[src/rtl/mux_nx1_pipe_if.sv]
// Bus bundle for mux_nx1_pipe: N_IN producer channels in, one selected beat out,
// each side with its own valid/ready handshake.
interface mux_nx1_pipe_if #(
  parameter int WIDTH = 4,
  parameter int N_IN  = 4
);
  localparam int LOG2N = $clog2(N_IN);

  logic [N_IN*WIDTH-1:0] in_data;
  logic [LOG2N-1:0]      sel;
  logic                  rr_mode;
  logic                  in_valid;
  logic                  in_ready;
  logic [WIDTH-1:0]      out_data;
  logic [LOG2N-1:0]      out_sel;
  logic                  out_valid;
  logic                  out_ready;

  modport slave (
    input  in_data, sel, rr_mode, in_valid, out_ready,
    output in_ready, out_data, out_sel, out_valid
  );

  modport master (
    output in_data, sel, rr_mode, in_valid, out_ready,
    input  in_ready, out_data, out_sel, out_valid
  );
endinterface

[src/rtl/mux_nx1_pipe.sv]
// Pipelined N:1 multiplexer: a registered tree of 2:1 selections, one register
// stage per tree level, with a global stall and an optional round-robin select.
module mux_nx1_pipe #(
  parameter int WIDTH = 4,
  parameter int N_IN  = 4
) (
  input logic           clk,
  input logic           rst_n,
  mux_nx1_pipe_if.slave bus
);
  localparam int LOG2N  = $clog2(N_IN);
  localparam int TREE_N = 2*N_IN - 1;

  // Stage k's entries live at this entry offset in the flattened tree; stage 0 is in_data.
  function automatic int stage_off(input int k);
    return 2*N_IN - 2*(N_IN >> k);
  endfunction

  logic                    adv;
  logic                    accept;
  logic [LOG2N-1:0]        rr_ptr;
  logic [LOG2N-1:0]        esel;
  logic [TREE_N*WIDTH-1:0] stage_data;
  logic [LOG2N-1:0]        stage_sel [0:LOG2N];
  logic [LOG2N:0]          stage_valid;

  assign adv          = !stage_valid[LOG2N] || bus.out_ready;
  assign accept       = bus.in_valid && adv;
  assign esel         = bus.rr_mode ? rr_ptr : bus.sel;
  assign bus.in_ready = adv;

  assign stage_data[N_IN*WIDTH-1:0] = bus.in_data;
  assign stage_sel[0]               = esel;
  assign stage_valid[0]             = bus.in_valid;

  // Pointer only moves on beats that actually enter the pipe in round-robin mode.
  always_ff @(posedge clk or negedge rst_n) begin
    if (!rst_n) begin
      rr_ptr <= '0;
    end else if (accept && bus.rr_mode) begin
      rr_ptr <= rr_ptr + 1'b1;
    end
  end

  for (genvar k = 1; k <= LOG2N; k++) begin : g_stage
    localparam int NE = N_IN >> k;
    localparam int PO = stage_off(k-1);
    localparam int CO = stage_off(k);

    logic [NE*WIDTH-1:0] data_q;
    logic [LOG2N-1:0]    sel_q;
    logic                valid_q;

    // Valid bits always follow on advance; payload only loads behind a valid beat
    // so out_data keeps the last real beat across bubbles.
    always_ff @(posedge clk or negedge rst_n) begin
      if (!rst_n) begin
        data_q  <= '0;
        sel_q   <= '0;
        valid_q <= 1'b0;
      end else if (adv) begin
        valid_q <= stage_valid[k-1];
        if (stage_valid[k-1]) begin
          sel_q <= stage_sel[k-1];
          for (int j = 0; j < NE; j++) begin
            data_q[j*WIDTH +: WIDTH] <= stage_sel[k-1][k-1]
                                        ? stage_data[(PO+2*j+1)*WIDTH +: WIDTH]
                                        : stage_data[(PO+2*j)*WIDTH +: WIDTH];
          end
        end
      end
    end

    assign stage_data[CO*WIDTH +: NE*WIDTH] = data_q;
    assign stage_sel[k]                     = sel_q;
    assign stage_valid[k]                   = valid_q;
  end

  assign bus.out_data  = stage_data[(TREE_N-1)*WIDTH +: WIDTH];
  assign bus.out_sel   = stage_sel[LOG2N];
  assign bus.out_valid = stage_valid[LOG2N];
endmodule

[src/flat_wrapper.sv]
// flat-port wrapper written by rule: the top's interface ports become plain ports
module mux_nx1_pipe_flat 
#(
  parameter int WIDTH = 4,
  parameter int N_IN  = 4
)
  (clk, rst_n, bus_in_data, bus_sel, bus_rr_mode, bus_in_valid, bus_out_ready, bus_in_ready, bus_out_data, bus_out_sel, bus_out_valid);
  mux_nx1_pipe_if #(.WIDTH(WIDTH), .N_IN(N_IN)) bus_i ();
  input logic clk;
  input logic rst_n;
  input wire logic [$bits(bus_i.in_data)-1:0] bus_in_data;
  input wire logic [$bits(bus_i.sel)-1:0] bus_sel;
  input wire logic [$bits(bus_i.rr_mode)-1:0] bus_rr_mode;
  input wire logic [$bits(bus_i.in_valid)-1:0] bus_in_valid;
  input wire logic [$bits(bus_i.out_ready)-1:0] bus_out_ready;
  output wire logic [$bits(bus_i.in_ready)-1:0] bus_in_ready;
  output wire logic [$bits(bus_i.out_data)-1:0] bus_out_data;
  output wire logic [$bits(bus_i.out_sel)-1:0] bus_out_sel;
  output wire logic [$bits(bus_i.out_valid)-1:0] bus_out_valid;
  assign bus_i.in_data = bus_in_data;
  assign bus_i.sel = bus_sel;
  assign bus_i.rr_mode = bus_rr_mode;
  assign bus_i.in_valid = bus_in_valid;
  assign bus_i.out_ready = bus_out_ready;
  assign bus_in_ready = bus_i.in_ready;
  assign bus_out_data = bus_i.out_data;
  assign bus_out_sel = bus_i.out_sel;
  assign bus_out_valid = bus_i.out_valid;
  mux_nx1_pipe #(.WIDTH(WIDTH), .N_IN(N_IN)) u_core (.clk(clk), .rst_n(rst_n), .bus(bus_i));
endmodule
[config.mk]
export PLATFORM = sky130hd
export DESIGN_NAME = mux_nx1_pipe_flat
export DESIGN_NICKNAME = d
export VERILOG_FILES = /design/src/rtl/mux_nx1_pipe_if.sv /design/src/rtl/mux_nx1_pipe.sv /design/src/flat_wrapper.sv
export SDC_FILE = /design/constraint.sdc
export NUM_CORES = 1
export LEC_CHECK = 0
export ABC_AREA = 1
export BUFFER_PORTS_ARGS = -buffer_cell sky130_fd_sc_hd__buf_2
export CORE_MARGIN = 2
export CORE_UTILIZATION = 45
export CTS_CLUSTER_SIZE = 30
export DETAILED_ROUTE_END_ITERATION = 6
export PLACE_DENSITY_LB_ADDON = 0.15
export SLEW_MARGIN = 20
export SYNTH_ARGS = -nofsm -noshare
export SYNTH_HDL_FRONTEND = slang
export SYNTH_SLANG_ARGS = --single-unit
[constraint.sdc]
create_clock -name clk -period 1 [get_ports clk]
set_clock_uncertainty 0.05 [all_clocks]
set_input_delay 0.05 -clock clk [delete_from_list [all_inputs] [get_ports clk]]
set_output_delay 0.05 -clock clk [all_outputs]
set_load 0.01 [all_outputs]
# --- Word-level counts from Yosys, hierarchy flattened ---
# Cells that the tools add are included.
word_totals:
  regBits: 20
  inputBits: 23
classes:
  n_addsub: 1
  muxes: 4
  reduce_logical: 6
op_table:
  columns: ["cell", "n"]
  rows:
  - ["4-bit two-way mux", 3]
  - ["2-bit AND reduction", 2]
  - ["2-bit by 1-bit adder with 2-bit output, second input constant", 1]
  - ["1-bit logical AND", 2]
  - ["2-bit two-way mux", 1]
  - ["1-bit logical NOT", 1]
  - ["1-bit logical OR", 1]

# --- Logic depth before layout (Yosys ltp) ---
logic_depth:
  ltp_word: 4
  ltp_mapped: 7
  ltp_nobuf: 6

# --- Least setup slack after synthesis ---
# OpenSTA, ideal clock, no wires.
synth_timing:
  path_kind: "register -> register"
  start: "register u_core.g_stage[2].valid_q (netlist: u_core.bus.out_valid)"
  end: "register u_core.rr_ptr[1]"
  setup_ns: 0.119
  t_arrival_ns: 0.903
  required_ns: 0.831
  slack_ns: -0.072
  path_stages_with_launch: 6
  cell_sequence: "dfrtp_1 > nand2_4 > nand2_4 > buf_4 > o21ai_2 > nand2_1"
synth_between:
  elab_chain_len: 4
synth_lines:
  columns: ["item", "line", "source"]
  rows:
  - ["start: declaration", "mux_nx1_pipe.sv:52", "logic valid_q;"]
  - ["start signal: assignment", "mux_nx1_pipe.sv:62", "valid_q <= stage_valid[k-1];"]
  - ["1-bit logical NOT", "mux_nx1_pipe.sv:27", "assign adv = !stage_valid[LOG2N] || bus.out_ready;"]
  - ["1-bit logical OR", "mux_nx1_pipe.sv:27", null]
  - ["net bus_in_ready", "flat_wrapper.sv:16", "output wire logic [$bits(bus_i.in_ready)-1:0] bus_in_ready;"]
  - ["1-bit logical AND", "mux_nx1_pipe.sv:28", "assign accept = bus.in_valid && adv;"]
  - ["1-bit logical AND", "mux_nx1_pipe.sv:40", "end else if (accept && bus.rr_mode) begin"]
  - ["end signal: assignment", "mux_nx1_pipe.sv:41", "rr_ptr <= rr_ptr + 1'b1;"]
  - ["end: declaration", "mux_nx1_pipe.sv:21", "logic [LOG2N-1:0] rr_ptr;"]
# The timed path passes the listed nets, and every way through them passes these cells.
# A chain may end at the register's enable or synchronous reset.

# --- Worst setup path in the final report ---
layout_timing:
  start: "register u_core.g_stage[2].valid_q (netlist: u_core.bus.out_valid)"
  end: "register u_core.g_stage[1].data_q[2]"
layout_between:
  elab_chain_len: 3
layout_lines:
  columns: ["item", "line", "source"]
  rows:
  - ["1-bit logical NOT", "mux_nx1_pipe.sv:27", null]
  - ["1-bit logical OR", "mux_nx1_pipe.sv:27", null]
  - ["2-bit AND reduction (no line)", null, null]
  - ["end signal: indexed assignment", "mux_nx1_pipe.sv:66", "data_q[j*WIDTH +: WIDTH] <= stage_sel[k-1][k-1]"]
  - ["end: declaration", "mux_nx1_pipe.sv:50", "logic [NE*WIDTH-1:0] data_q;"]
# No other way between the ends.

==> qor.csv <==
stage,metric,value,unit
critical_path,Critical Path Max Stage Delay,0.42,ns
global_routing,global-route wire length before repair,3.48,mm
drt,DRC viols,0,
timing,Tcrit/Tclk final,103,%
power,PwrDens,1800,nW/µm²
global_routing,Total GRT Usage,17.6,%
critical_path,Worst EP required,1.15,ns
status,outcome,finished with violations,
timing,Slew Limit Fails,0,
drt,Iter 0 DRT Violations,6,
clock_network,clock root cell,clkbuf_4,
global_routing,pin count of the biggest net entering global routing,21,
drt,Wirelength per Cell,9.68,µm
critical_path,WS Path Type,reg2reg,
power,Overall Power,2.41,mW
placement,detailed-placement wirelength estimate,1.42,mm
floorplan,I/O Pins,31,
drt,drt total wl,2.00,mm
synth,part of the Yosys area used for sequential elements,48.5,%
critical_path,critical path launch point type,flop,
global_routing,met3 Use GR,2.59,%
clock_network,clock latency on the worst-skew pair,0.30,ns
critical_path,"Data arrival, critical path",1.18,ns
synth,yosys warns,0,
clock_network,clk slew on worst S/H paths,0.11,ns
drt,router iterations before antenna repair,4,
final_layout,most frequent cells in the layout,"nand2_1 (57), buf_2 (29), inv_1 (20), dfrtp_1 (19), nand3_1 (17)",
critical_path,CP cell instances,nand2_4 -> nand2_4 -> buf_6 -> nand2_1 -> nand2_1,
floorplan,Core Rows,17,
clock_network,number of clock sinks,20,
floorplan,core region area,2190,µm²
floorplan,Die Span Y,51.9,µm
timing,"Min Clock Period, post-route",1.03,ns
power,peak supply drop,0.00111,V
final_layout,layout cell share with drive strength beyond 1,29.8,%
clock_network,CTS HTree Levels,1,
floorplan,initial core utilization,47.1,%
synth,"flops & latches, synth",20,
clock_network,CTS Buf Count,3,
synth,Netlist cell types,12,
synth,"Net Count, Synth",160,
placement,Final Wtd Congestion,0.774,
flow_run,Max Cap Violations,0,
status,failing checks,setup timing,
timing,unrepaired setup endpoints after global routing,true,
critical_path,critical path's slowest cell,dfrtp_1,
synth,synth top area cells,"dfrtp_1 (48%), nand2_1 (21%), nand3_1 (8.2%), inv_1 (8.0%), nand2_4 (4.4%)",
power,leakage power,0.803,nW
final_layout,Layout area overhead,29.5,%
global_routing,antenna violations before repair,0,
timing,Slew headroom,71.6,%
synth,syn_area_per_cell,7.53,µm²
synth,Synth area leader,dfrtp_1,
final_layout,Util after Layout,61.0,%
global_routing,GRT busiest layer,met2,
placement,"Cell Area, Placed",1190,µm²
placement,Place WS,-0.0560,ns
floorplan,Die Span X,51.9,µm
drt,Via Count,936,
global_routing,grt ovf,0,
global_routing,GRT met2 Usage,29.7,%
global_routing,number of global-route vias before repair,826,
worst_hold_path,HP Class,in2reg,
synth,cells after synthesis,137,
timing,final setup fails,9,
global_routing,grt met1 use,21.5,%
floorplan,Die ar.,2690,µm²
final_layout,cell area after layout,1340,µm²
synth,Synth top area share,48.5,%
timing,setup_tns,-0.225,ns
final_layout,Nets,202,
drt,Via density,4.54,
drt,ANT nets after route,0,
synth,area of the mapped netlist,1030,µm²
clock_network,CTS tree,done,
critical_path,nature of the critical path endpoint,flop,
placement,Buffers on Ports,30,
clock_network,clock buffer depth,2,
timing,Final Hold Vio Count,0,
timing,final worst-path setup slack,-0.0327,ns
final_layout,Ant. Diodes,0,
critical_path,CP Max Fanout,9,
timing,worst-margin pin slew,0.427,ns
final_layout,"most common cell after layout, fill and taps aside",nand2_1,
timing,FMAX,968,MHz
-- repair_timing --
item | CTS | global route
cloned | 0 | 2
gates resized for setup | 6 | 4
hold endpoints to repair | 24 | 0
pin swaps | 1 | 4
setup endpoints to repair | 13 | 21
setup buffers | 1 | 1
hold buffers | 5 | 0
-- layer usage --
layer  routed length, µm  vias to the layer above
met5                   0                        -
met4                  49                        0
li1                    -                      497
met3                  87                        5
met2                 969                       25
met1                 888                      409
-- critical path, delay by kind of cell (launching register included) --
family	cells	cell delay, ns
DFF	1	0.42
and+or+nand+nor	4	0.30
buffers and inverters	1	0.15
-- through the flow --
step | std cells | hold WS, ns
CTS | 203 | 0.00237
floorplan | 137 | -0.296
global route | 206 | 0.0149
global placement | 193 | -0.0355
finish | 206 | 0.0106
detailed placement | 193 | -0.0302
-- logic make-up (layout without fill, tap and decap cells) --
group,Yosys count,after routing,synth area share (%)
DFF,20,20,48.5
AOI/OAI and AO/OA,8,8,4.61
and+or+nand+nor,81,83,34.9
buffers and inverters,28,67,12.0
-- sequential cells by signal (all words and copies together), names as in the netlist --
name                    count
u_core.bus.out_sel          2
u_core.bus.out_valid        1
u_core.g_stage.valid_q      1
u_core.bus.out_data         4
u_core.g_stage.data_q       8
u_core.g_stage.sel_q        2
u_core.rr_ptr               2
-- cell usage after synthesis --
cell     count
buf_4        1
buf_6        2
dfrtp_1     20
inv_1       22
inv_2        3
nand2_1     57
nand2_2      2
nand2_4      4
nand3_1     17
nor2_1       1
o21ai_0      6
o21ai_2      2
-- power by group --
group | total [mW] | switching (mW) | internal, mW
Sequential | 1.18 | 0.141 | 1.03
Combinational | 0.773 | 0.438 | 0.335
Clock | 0.463 | 0.241 | 0.222
Total | 2.41 | 0.820 | 1.59
-- final cells by class --
type / count / area [µm²]
Clock buffer: 4 / 36.3
Fill cell: 213 / 855
Inverter: 25 / 101
Multi-Input combinational cell: 91 / 425
Sequential cell: 20 / 502
Tap cell: 28 / 35.0
Timing Repair Buffer: 38 / 236
-- worst paths after layout --
path | startpoint | cells after the start | slack, ns | endpoint
max reg2reg | u_core.bus.out_valid | 5 | -0.03 | u_core.g_stage[1].data_q[2]
max | u_core.bus.out_valid | 5 | -0.03 | u_core.g_stage[1].data_q[2]
max in group asynchronous | rst_n | 2 | 0.43 | u_core.rr_ptr[0]
min in group asynchronous | rst_n | 2 | 0.15 | u_core.bus.out_sel[0]
min reg2reg | u_core.bus.out_data[0] | 2 | 0.44 | u_core.bus.out_data[0]
min | bus_in_data[13] | 5 | 0.01 | u_core.g_stage[1].data_q[5]
(Power assumes the default switching activity.)
